==> src/rtl/zbt_pix_arbiter_pkg.sv <==
// zbt_pix_arbiter_pkg: shared widths, defaults and grant-source encoding for the ZBT pixel arbiter
package zbt_pix_arbiter_pkg;
    localparam int ADDR_W = 19;
    localparam int DATA_W = 36;
    localparam int FIFO_DEPTH_DEF = 16;
    localparam int RD_LAT_DEF = 2;
    localparam int STARVE_MAX_DEF = 8;
    typedef enum logic [1:0] {SRC_IDLE, SRC_DISP, SRC_CAM, SRC_PROC} src_e;
endpackage

==> src/rtl/zbt_pix_arbiter_if.sv <==
// zbt_pix_if: requester and ZBT pin bundle shared by the arbiter and its environment
interface zbt_pix_if;
    import zbt_pix_arbiter_pkg::*;
    logic              disp_req;
    logic [ADDR_W-1:0] disp_addr;
    logic              disp_grant;
    logic [DATA_W-1:0] disp_data;
    logic              disp_valid;
    logic              cam_we;
    logic [ADDR_W-1:0] cam_addr;
    logic [DATA_W-1:0] cam_data;
    logic              cam_full;
    logic              proc_we;
    logic [ADDR_W-1:0] proc_addr;
    logic [DATA_W-1:0] proc_data;
    logic              proc_full;
    logic              clr_ovf;
    logic              cam_ovf;
    logic              proc_ovf;
    logic              zbt_we;
    logic [ADDR_W-1:0] zbt_addr;
    logic [DATA_W-1:0] zbt_wdata;
    logic [DATA_W-1:0] zbt_rdata;
    modport slave (
        input  disp_req, disp_addr, cam_we, cam_addr, cam_data, proc_we, proc_addr, proc_data,
               clr_ovf, zbt_rdata,
        output disp_grant, disp_data, disp_valid, cam_full, proc_full, cam_ovf, proc_ovf,
               zbt_we, zbt_addr, zbt_wdata
    );
    modport master (
        output disp_req, disp_addr, cam_we, cam_addr, cam_data, proc_we, proc_addr, proc_data,
               clr_ovf, zbt_rdata,
        input  disp_grant, disp_data, disp_valid, cam_full, proc_full, cam_ovf, proc_ovf,
               zbt_we, zbt_addr, zbt_wdata
    );
endinterface

==> src/rtl/zbt_pix_arbiter_fifo.sv <==
// pix_wr_fifo: write-stream FIFO with registered head, no fall-through and sticky drop flag
module pix_wr_fifo #(
    parameter int W = 55,
    parameter int DEPTH = 16
) (
    input  logic         clk,
    input  logic         reset,
    input  logic         we_i,
    input  logic [W-1:0] din_i,
    input  logic         pop_i,
    input  logic         clr_ovf_i,
    output logic         full_o,
    output logic         empty_o,
    output logic [W-1:0] head_o,
    output logic         ovf_o
);
    localparam int AW = $clog2(DEPTH);
    logic [W-1:0] mem [DEPTH];
    logic [AW-1:0] wp_q, wp_d, rp_q, rp_d;
    logic [AW:0] cnt_q, cnt_d;
    logic ovf_q, ovf_d, push, pop;
    always_comb begin
        full_o = cnt_q == (AW+1)'(DEPTH);
        empty_o = cnt_q == '0;
        push = we_i && !full_o;
        pop = pop_i && !empty_o;
        wp_d = wp_q + AW'(push);
        rp_d = rp_q + AW'(pop);
        cnt_d = cnt_q + (AW+1)'(push) - (AW+1)'(pop);
        ovf_d = (we_i && full_o) || (ovf_q && !clr_ovf_i);
    end
    assign head_o = mem[rp_q];
    assign ovf_o = ovf_q;
    always_ff @(posedge clk) if (push) mem[wp_q] <= din_i;
    always_ff @(posedge clk or posedge reset) begin
        if (reset) begin
            wp_q <= '0;
            rp_q <= '0;
            cnt_q <= '0;
            ovf_q <= 1'b0;
        end else begin
            wp_q <= wp_d;
            rp_q <= rp_d;
            cnt_q <= cnt_d;
            ovf_q <= ovf_d;
        end
    end
endmodule

==> src/rtl/zbt_pix_arbiter.sv <==
// zbt_pix_arbiter: one ZBT op per clk, display first, with a starvation guard for buffered writes
module zbt_pix_arbiter
    import zbt_pix_arbiter_pkg::*;
#(
    parameter int FIFO_DEPTH = FIFO_DEPTH_DEF,
    parameter int RD_LAT = RD_LAT_DEF,
    parameter int STARVE_MAX = STARVE_MAX_DEF
) (
    input logic      clk,
    input logic      reset,
    zbt_pix_if.slave bus
);
    localparam int SW = $clog2(STARVE_MAX + 1);
    localparam int W = ADDR_W + DATA_W;
    logic cam_full, cam_empty, proc_full, proc_empty, any_wr, both_wr, is_wr;
    logic [W-1:0] cam_head, proc_head, wr_head;
    src_e src, wr_src, rr_q, rr_d;
    logic [SW-1:0] starve_q, starve_d;
    logic we_q, we_d;
    logic [ADDR_W-1:0] addr_q, addr_d;
    logic [DATA_W-1:0] wdata_q, wdata_d, data_q, data_d;
    logic [RD_LAT+1:0] vp_q, vp_d;
    pix_wr_fifo #(.W(W), .DEPTH(FIFO_DEPTH)) u_cam (
        .clk(clk), .reset(reset), .we_i(bus.cam_we), .din_i({bus.cam_addr, bus.cam_data}),
        .pop_i(src == SRC_CAM), .clr_ovf_i(bus.clr_ovf), .full_o(cam_full),
        .empty_o(cam_empty), .head_o(cam_head), .ovf_o(bus.cam_ovf)
    );
    pix_wr_fifo #(.W(W), .DEPTH(FIFO_DEPTH)) u_proc (
        .clk(clk), .reset(reset), .we_i(bus.proc_we), .din_i({bus.proc_addr, bus.proc_data}),
        .pop_i(src == SRC_PROC), .clr_ovf_i(bus.clr_ovf), .full_o(proc_full),
        .empty_o(proc_empty), .head_o(proc_head), .ovf_o(bus.proc_ovf)
    );
    always_comb begin
        any_wr = !cam_empty || !proc_empty;
        both_wr = !cam_empty && !proc_empty;
        wr_src = both_wr ? (rr_q == SRC_CAM ? SRC_PROC : SRC_CAM) : (cam_empty ? SRC_PROC : SRC_CAM);
        src = !any_wr ? (bus.disp_req ? SRC_DISP : SRC_IDLE) :
              (starve_q == SW'(STARVE_MAX) || !bus.disp_req) ? wr_src : SRC_DISP;
        is_wr = src == SRC_CAM || src == SRC_PROC;
        wr_head = src == SRC_CAM ? cam_head : proc_head;
        rr_d = is_wr ? src : rr_q;
        starve_d = (is_wr || !any_wr) ? '0 :
                   (src == SRC_DISP && starve_q != SW'(STARVE_MAX)) ? starve_q + 1'b1 : starve_q;
        we_d = is_wr;
        addr_d = src == SRC_DISP ? bus.disp_addr : is_wr ? wr_head[W-1:DATA_W] : addr_q;
        wdata_d = is_wr ? wr_head[DATA_W-1:0] : wdata_q;
        // stage RD_LAT lines up with zbt_rdata for the address issued at stage 0
        vp_d = {vp_q[RD_LAT:0], src == SRC_DISP};
        data_d = vp_q[RD_LAT] ? bus.zbt_rdata : data_q;
    end
    assign bus.disp_grant = src == SRC_DISP;
    assign bus.disp_valid = vp_q[RD_LAT+1];
    assign bus.disp_data = data_q;
    assign bus.cam_full = cam_full;
    assign bus.proc_full = proc_full;
    assign bus.zbt_we = we_q;
    assign bus.zbt_addr = addr_q;
    assign bus.zbt_wdata = wdata_q;
    always_ff @(posedge clk or posedge reset) begin
        if (reset) begin
            rr_q <= SRC_PROC;
            starve_q <= '0;
            we_q <= 1'b0;
            addr_q <= '0;
            wdata_q <= '0;
            data_q <= '0;
            vp_q <= '0;
        end else begin
            rr_q <= rr_d;
            starve_q <= starve_d;
            we_q <= we_d;
            addr_q <= addr_d;
            wdata_q <= wdata_d;
            data_q <= data_d;
            vp_q <= vp_d;
        end
    end
endmodule

==> src/flat_wrapper.sv <==
// flat-port wrapper written by rule: the top's interface ports become plain ports
module zbt_pix_arbiter_flat import zbt_pix_arbiter_pkg::*;
#(
    parameter int FIFO_DEPTH = FIFO_DEPTH_DEF,
    parameter int RD_LAT = RD_LAT_DEF,
    parameter int STARVE_MAX = STARVE_MAX_DEF
)
  (clk, reset, bus_disp_req, bus_disp_addr, bus_cam_we, bus_cam_addr, bus_cam_data, bus_proc_we, bus_proc_addr, bus_proc_data, bus_clr_ovf, bus_zbt_rdata, bus_disp_grant, bus_disp_data, bus_disp_valid, bus_cam_full, bus_proc_full, bus_cam_ovf, bus_proc_ovf, bus_zbt_we, bus_zbt_addr, bus_zbt_wdata);
  zbt_pix_if bus_i ();
  input logic clk;
  input logic reset;
  input wire logic [$bits(bus_i.disp_req)-1:0] bus_disp_req;
  input wire logic [$bits(bus_i.disp_addr)-1:0] bus_disp_addr;
  input wire logic [$bits(bus_i.cam_we)-1:0] bus_cam_we;
  input wire logic [$bits(bus_i.cam_addr)-1:0] bus_cam_addr;
  input wire logic [$bits(bus_i.cam_data)-1:0] bus_cam_data;
  input wire logic [$bits(bus_i.proc_we)-1:0] bus_proc_we;
  input wire logic [$bits(bus_i.proc_addr)-1:0] bus_proc_addr;
  input wire logic [$bits(bus_i.proc_data)-1:0] bus_proc_data;
  input wire logic [$bits(bus_i.clr_ovf)-1:0] bus_clr_ovf;
  input wire logic [$bits(bus_i.zbt_rdata)-1:0] bus_zbt_rdata;
  output wire logic [$bits(bus_i.disp_grant)-1:0] bus_disp_grant;
  output wire logic [$bits(bus_i.disp_data)-1:0] bus_disp_data;
  output wire logic [$bits(bus_i.disp_valid)-1:0] bus_disp_valid;
  output wire logic [$bits(bus_i.cam_full)-1:0] bus_cam_full;
  output wire logic [$bits(bus_i.proc_full)-1:0] bus_proc_full;
  output wire logic [$bits(bus_i.cam_ovf)-1:0] bus_cam_ovf;
  output wire logic [$bits(bus_i.proc_ovf)-1:0] bus_proc_ovf;
  output wire logic [$bits(bus_i.zbt_we)-1:0] bus_zbt_we;
  output wire logic [$bits(bus_i.zbt_addr)-1:0] bus_zbt_addr;
  output wire logic [$bits(bus_i.zbt_wdata)-1:0] bus_zbt_wdata;
  assign bus_i.disp_req = bus_disp_req;
  assign bus_i.disp_addr = bus_disp_addr;
  assign bus_i.cam_we = bus_cam_we;
  assign bus_i.cam_addr = bus_cam_addr;
  assign bus_i.cam_data = bus_cam_data;
  assign bus_i.proc_we = bus_proc_we;
  assign bus_i.proc_addr = bus_proc_addr;
  assign bus_i.proc_data = bus_proc_data;
  assign bus_i.clr_ovf = bus_clr_ovf;
  assign bus_i.zbt_rdata = bus_zbt_rdata;
  assign bus_disp_grant = bus_i.disp_grant;
  assign bus_disp_data = bus_i.disp_data;
  assign bus_disp_valid = bus_i.disp_valid;
  assign bus_cam_full = bus_i.cam_full;
  assign bus_proc_full = bus_i.proc_full;
  assign bus_cam_ovf = bus_i.cam_ovf;
  assign bus_proc_ovf = bus_i.proc_ovf;
  assign bus_zbt_we = bus_i.zbt_we;
  assign bus_zbt_addr = bus_i.zbt_addr;
  assign bus_zbt_wdata = bus_i.zbt_wdata;
  zbt_pix_arbiter #(.FIFO_DEPTH(FIFO_DEPTH), .RD_LAT(RD_LAT), .STARVE_MAX(STARVE_MAX)) u_core (.clk(clk), .reset(reset), .bus(bus_i));
endmodule
==> config.mk <==
export PLATFORM = sky130hd
export DESIGN_NAME = zbt_pix_arbiter_flat
export DESIGN_NICKNAME = d
export VERILOG_FILES = /design/src/rtl/zbt_pix_arbiter_pkg.sv /design/src/rtl/zbt_pix_arbiter_if.sv /design/src/rtl/zbt_pix_arbiter_fifo.sv /design/src/rtl/zbt_pix_arbiter.sv /design/src/flat_wrapper.sv
export SDC_FILE = /design/constraint.sdc
export NUM_CORES = 2
export LEC_CHECK = 0
export ABC_CLOCK_PERIOD_IN_PS = 11300
export BUFFER_PORTS_ARGS = -buffer_cell sky130_fd_sc_hd__buf_2
export CORE_MARGIN = 3
export CORE_UTILIZATION = 35
export CTS_BUF_LIST = sky130_fd_sc_hd__clkbuf_4
export CTS_CLUSTER_SIZE = 30
export DETAILED_ROUTE_END_ITERATION = 7
export PLACE_DENSITY = 0.49
export SYNTH_ARGS = -nofsm -noshare
export SYNTH_HDL_FRONTEND = slang
export SYNTH_SLANG_ARGS = --single-unit
==> constraint.sdc <==
create_clock -name clk -period 11.3 [get_ports clk]
set_input_delay 0.565 -clock clk [delete_from_list [all_inputs] [get_ports clk]]
set_output_delay 0.565 -clock clk [all_outputs]
set_load 0.02 [all_outputs]
==> results.toml <==
[placement]
dp_hpwl_microns = 110000
dp_cells = 6167
dpl_cell_area_sq_um = 76800
gp_congestion = 0.774
io_buffer_count = 268

[yosys]
synth_area_leaders = "edfxtp_1 (73%), mux4_2 (11%), dfrtp_1 (4.4%), mux2i_1 (2.7%), a22oi_1 (0.91%)"
synth_top_cell_by_area = "edfxtp_1"
synth_top_area_frac = 0.734
synthCells = 3321
synth_top_flop_cell = "edfxtp_1"
synthesis.nets = 3516
yosysSeqAreaShare = 0.779
async_reset_ff_frac = 0.0688
synth_seq_cells = 1890
yosysWarnings = 0
ys_types = 57
synth_area_sq_um = 72000
synth_edf_count = 1760
synth.avg_cell_area_sq_um = 21.7

[critical_path]
critPathTopFamily = "compound AO/OA/AOI/OAI gates"
critical_path_peak_fanout = 4
cp.arrival_ps = 3530
cp-start-kind = "register"
critPathCaptureType = "output port"
crit_buf_inv = 2
critPathSlowestCell = "o31ai_1"
max_stage_delay_ps = 680
criticalPathCategory = "reg -> out"
path_cells = "inv_1 -> ha_1 -> or4b_1 -> o31ai_1 -> buf_2"
required_ps = 10740

[final_layout]
postLayoutCellArea_sq_um = 86200
fin_cells = 7360
drive_gt1_frac = 0.339
layout_commonest_cell = "edfxtp_1"
final_cell_mix = "edfxtp_1 (1760), clkbuf_4 (732), mux4_2 (367)"
area_delta_synth_final_pct = 19.7
fillerInstances = 18007
fin_nets = 4508

[power]
clockPowerShare = 0.277
p_switching_uw = 6690
p_seq_frac = 0.437
p_int_uw = 13900
switching_share = 0.326
p_leak_uw = 0.0291
p_comb_frac = 0.286
power_density_nw_per_um2 = 238
peakVddDrop_v = 0.000146

[sta]
rsz0062_at_grt = "false"
fin_crit_sh = 0.362
timing.final.hold_violations = 0
tightest_slew_ps = 1130
fmax_mhz = 244
setup_viol = 0
max-slew-margin-rel = 0.242
finClkSkew_ps = 152
period_minus_slack_ps = 4090
timing.setup.tns_ps = 0
drv_slew = 0

[global_route]
track_usage = 0.191
grt_pass1_vias = 40405
overflow = 0
antenna_found_initial = 31
grt_max_degree = 110
grt_pass1_wl_microns = 291000

[status]
status = "finished, final reports clean"

[die]
num_io_pins = 269
die_h_microns = 460
start_util = 0.354
die_w_microns = 460
placementRows = 165
dieArea_sq_um = 211000
core_area_sq_um = 203000

[drt]
vias = 38230
drtPass1Iterations = 5
wl_microns = 202000
drt-wirelength-per-cell_microns = 27.5
dr.first_iter.drc_count = 2816
drc = 0
vias_per_cell = 5.19
ant_nets = 0

[clocking]
post_cts_buffers = 0
ctsLongestPathBuffers = 4
clk_pin_slew_worst_paths_ps = 70
h-tree-depth = 5
cts_tree = "yes"
clock_latency_ps = 1400
ctsRootBufferMaster = "clkbuf_4"
cts_buffers = 483
cts.sinks = 1890

[flow_run]
max_cap_viol_count = 0

[min_path]
hp-class = "in -> reg"
-- synth_stat cells, types with 16 or more instances --
library cell	count
mux2i_1	195
a221oi_1	36
a211oi_1	37
o21ai_0	27
ha_1	22
dfrtp_1	128
a22oi_1	87
nand2_1	53
inv_1	25
a221o_1	28
nor2b_1	20
mux4_2	367
nor2_1	71
o22ai_1	40
a21oi_1	23
a22o_1	18
edfxtp_1	1760
buf_2	82
mux2_2	53
clkbuf_1	65
buf_1	16
nor3_1	22
-- kinds of logic after synthesis --
kind of cell / Yosys count / share of synthesized area
compound gates: 337 / 0.0347
xor+xnor: 18 / 0.00219
fa+ha+maj: 24 / 0.00438
buf+inv: 210 / 0.0137
flops: 1890 / 0.779
mux: 615 / 0.150
simple gates: 227 / 0.0162
-- flip-flops by register name (all words and copies together) (netlist names) --
register              cells
u_core.u_cam.cnt_q        5
u_core.u_cam.mem        880
u_core.u_proc.mem       880
u_core.bus.zbt_addr      19
u_core.u_proc.cnt_q       5
u_core.vp_q               4
u_core.bus.zbt_wdata     36
u_core.u_proc.ovf_o       1
u_core.bus.disp_data     36
u_core.u_cam.rp_q         4
u_core.bus.zbt_we         1
u_core.rr_q               2
u_core.u_cam.wp_q         4
u_core.u_proc.wp_q        4
u_core.starve_q           4
u_core.u_cam.ovf_o        1
u_core.u_proc.rp_q        4
-- stage by stage --
step / hold slack (ps) / power, uW / setup WS, ps / util
3_3_place_gp: 338 / 15000 / 7220 / 0.378
3_5_place_dp: 337 / 15000 / 7240 / 0.378
2_1_floorplan: 331 / 12800 / 5630 / -
4_1_cts: 0.396 / 20900 / 6960 / 0.424
5_1_grt: 57.8 / 21600 / 6980 / 0.424
6_report: 169 / 20600 / 7210 / 0.424
-- layer usage --
| metal | track usage | wire, microns |
|---|---|---|
| met1 | 0.261 | 88000 |
| met2 | 0.306 | 97800 |
| met3 | 0.0402 | 11500 |
| met4 | 0.0599 | 4920 |
| met5 | 0 | 42 |
-- worst paths after layout --
kind	depth (start not counted)	to	slack, ps	from
max reg2reg	8	u_core.bus.zbt_wdata[17]	7340	u_core.u_proc.rp_q[0]
min in group asynchronous	4	u_core.bus.disp_data[20]	530	reset
min	2	u_core.u_proc.mem[3][44]	170	bus_proc_addr[8]
min reg2reg	0	u_core.vp_q[2]	350	u_core.vp_q[1]
max	5	bus_disp_grant	7210	u_core.u_cam.cnt_q[3]
max in group asynchronous	5	u_core.u_proc.rp_q[1]	9250	reset
-- what timing repair did --
action                                 in CTS  in global routing
gates resized for setup                     0                  0
endpoints found under the hold margin    1930                  0
hold buffers                              333                  0
-- area by class of cell --
cell class              instances  area [sq um]  area share
repair buffers                689          5370      0.0623
flip-flops and latches       1890         56100       0.651
diodes                         15          37.5    0.000435
clock inverters               113           531     0.00615
inverters                      28           111     0.00129
multi-input cells            1221         15200       0.176
well taps                    2672          3340      0.0388
clock buffers                 732          5500      0.0637
-- worst reg2reg max path, cell delays in order, from the launching register on --
cell and delay (ps):
dfrtp_4 790, buf_4 840, buf_12 630, mux4_2 630, nor2b_1 140, a211oi_1 250, a211oi_1 110, buf_4 220
a221o_1 260
-- power groups by stage --
stage               clock (uW)  combinational, uW  sequential [uW]
global route              6290               6270             9040
finish                    5700               5870             8980
detailed placement           0               5850             9140
global placement             0               5860             9120
floorplan                    0               3800             8980
CTS                       5910               5970             8990
No activity file was read; power rests on OpenSTA's default activity.
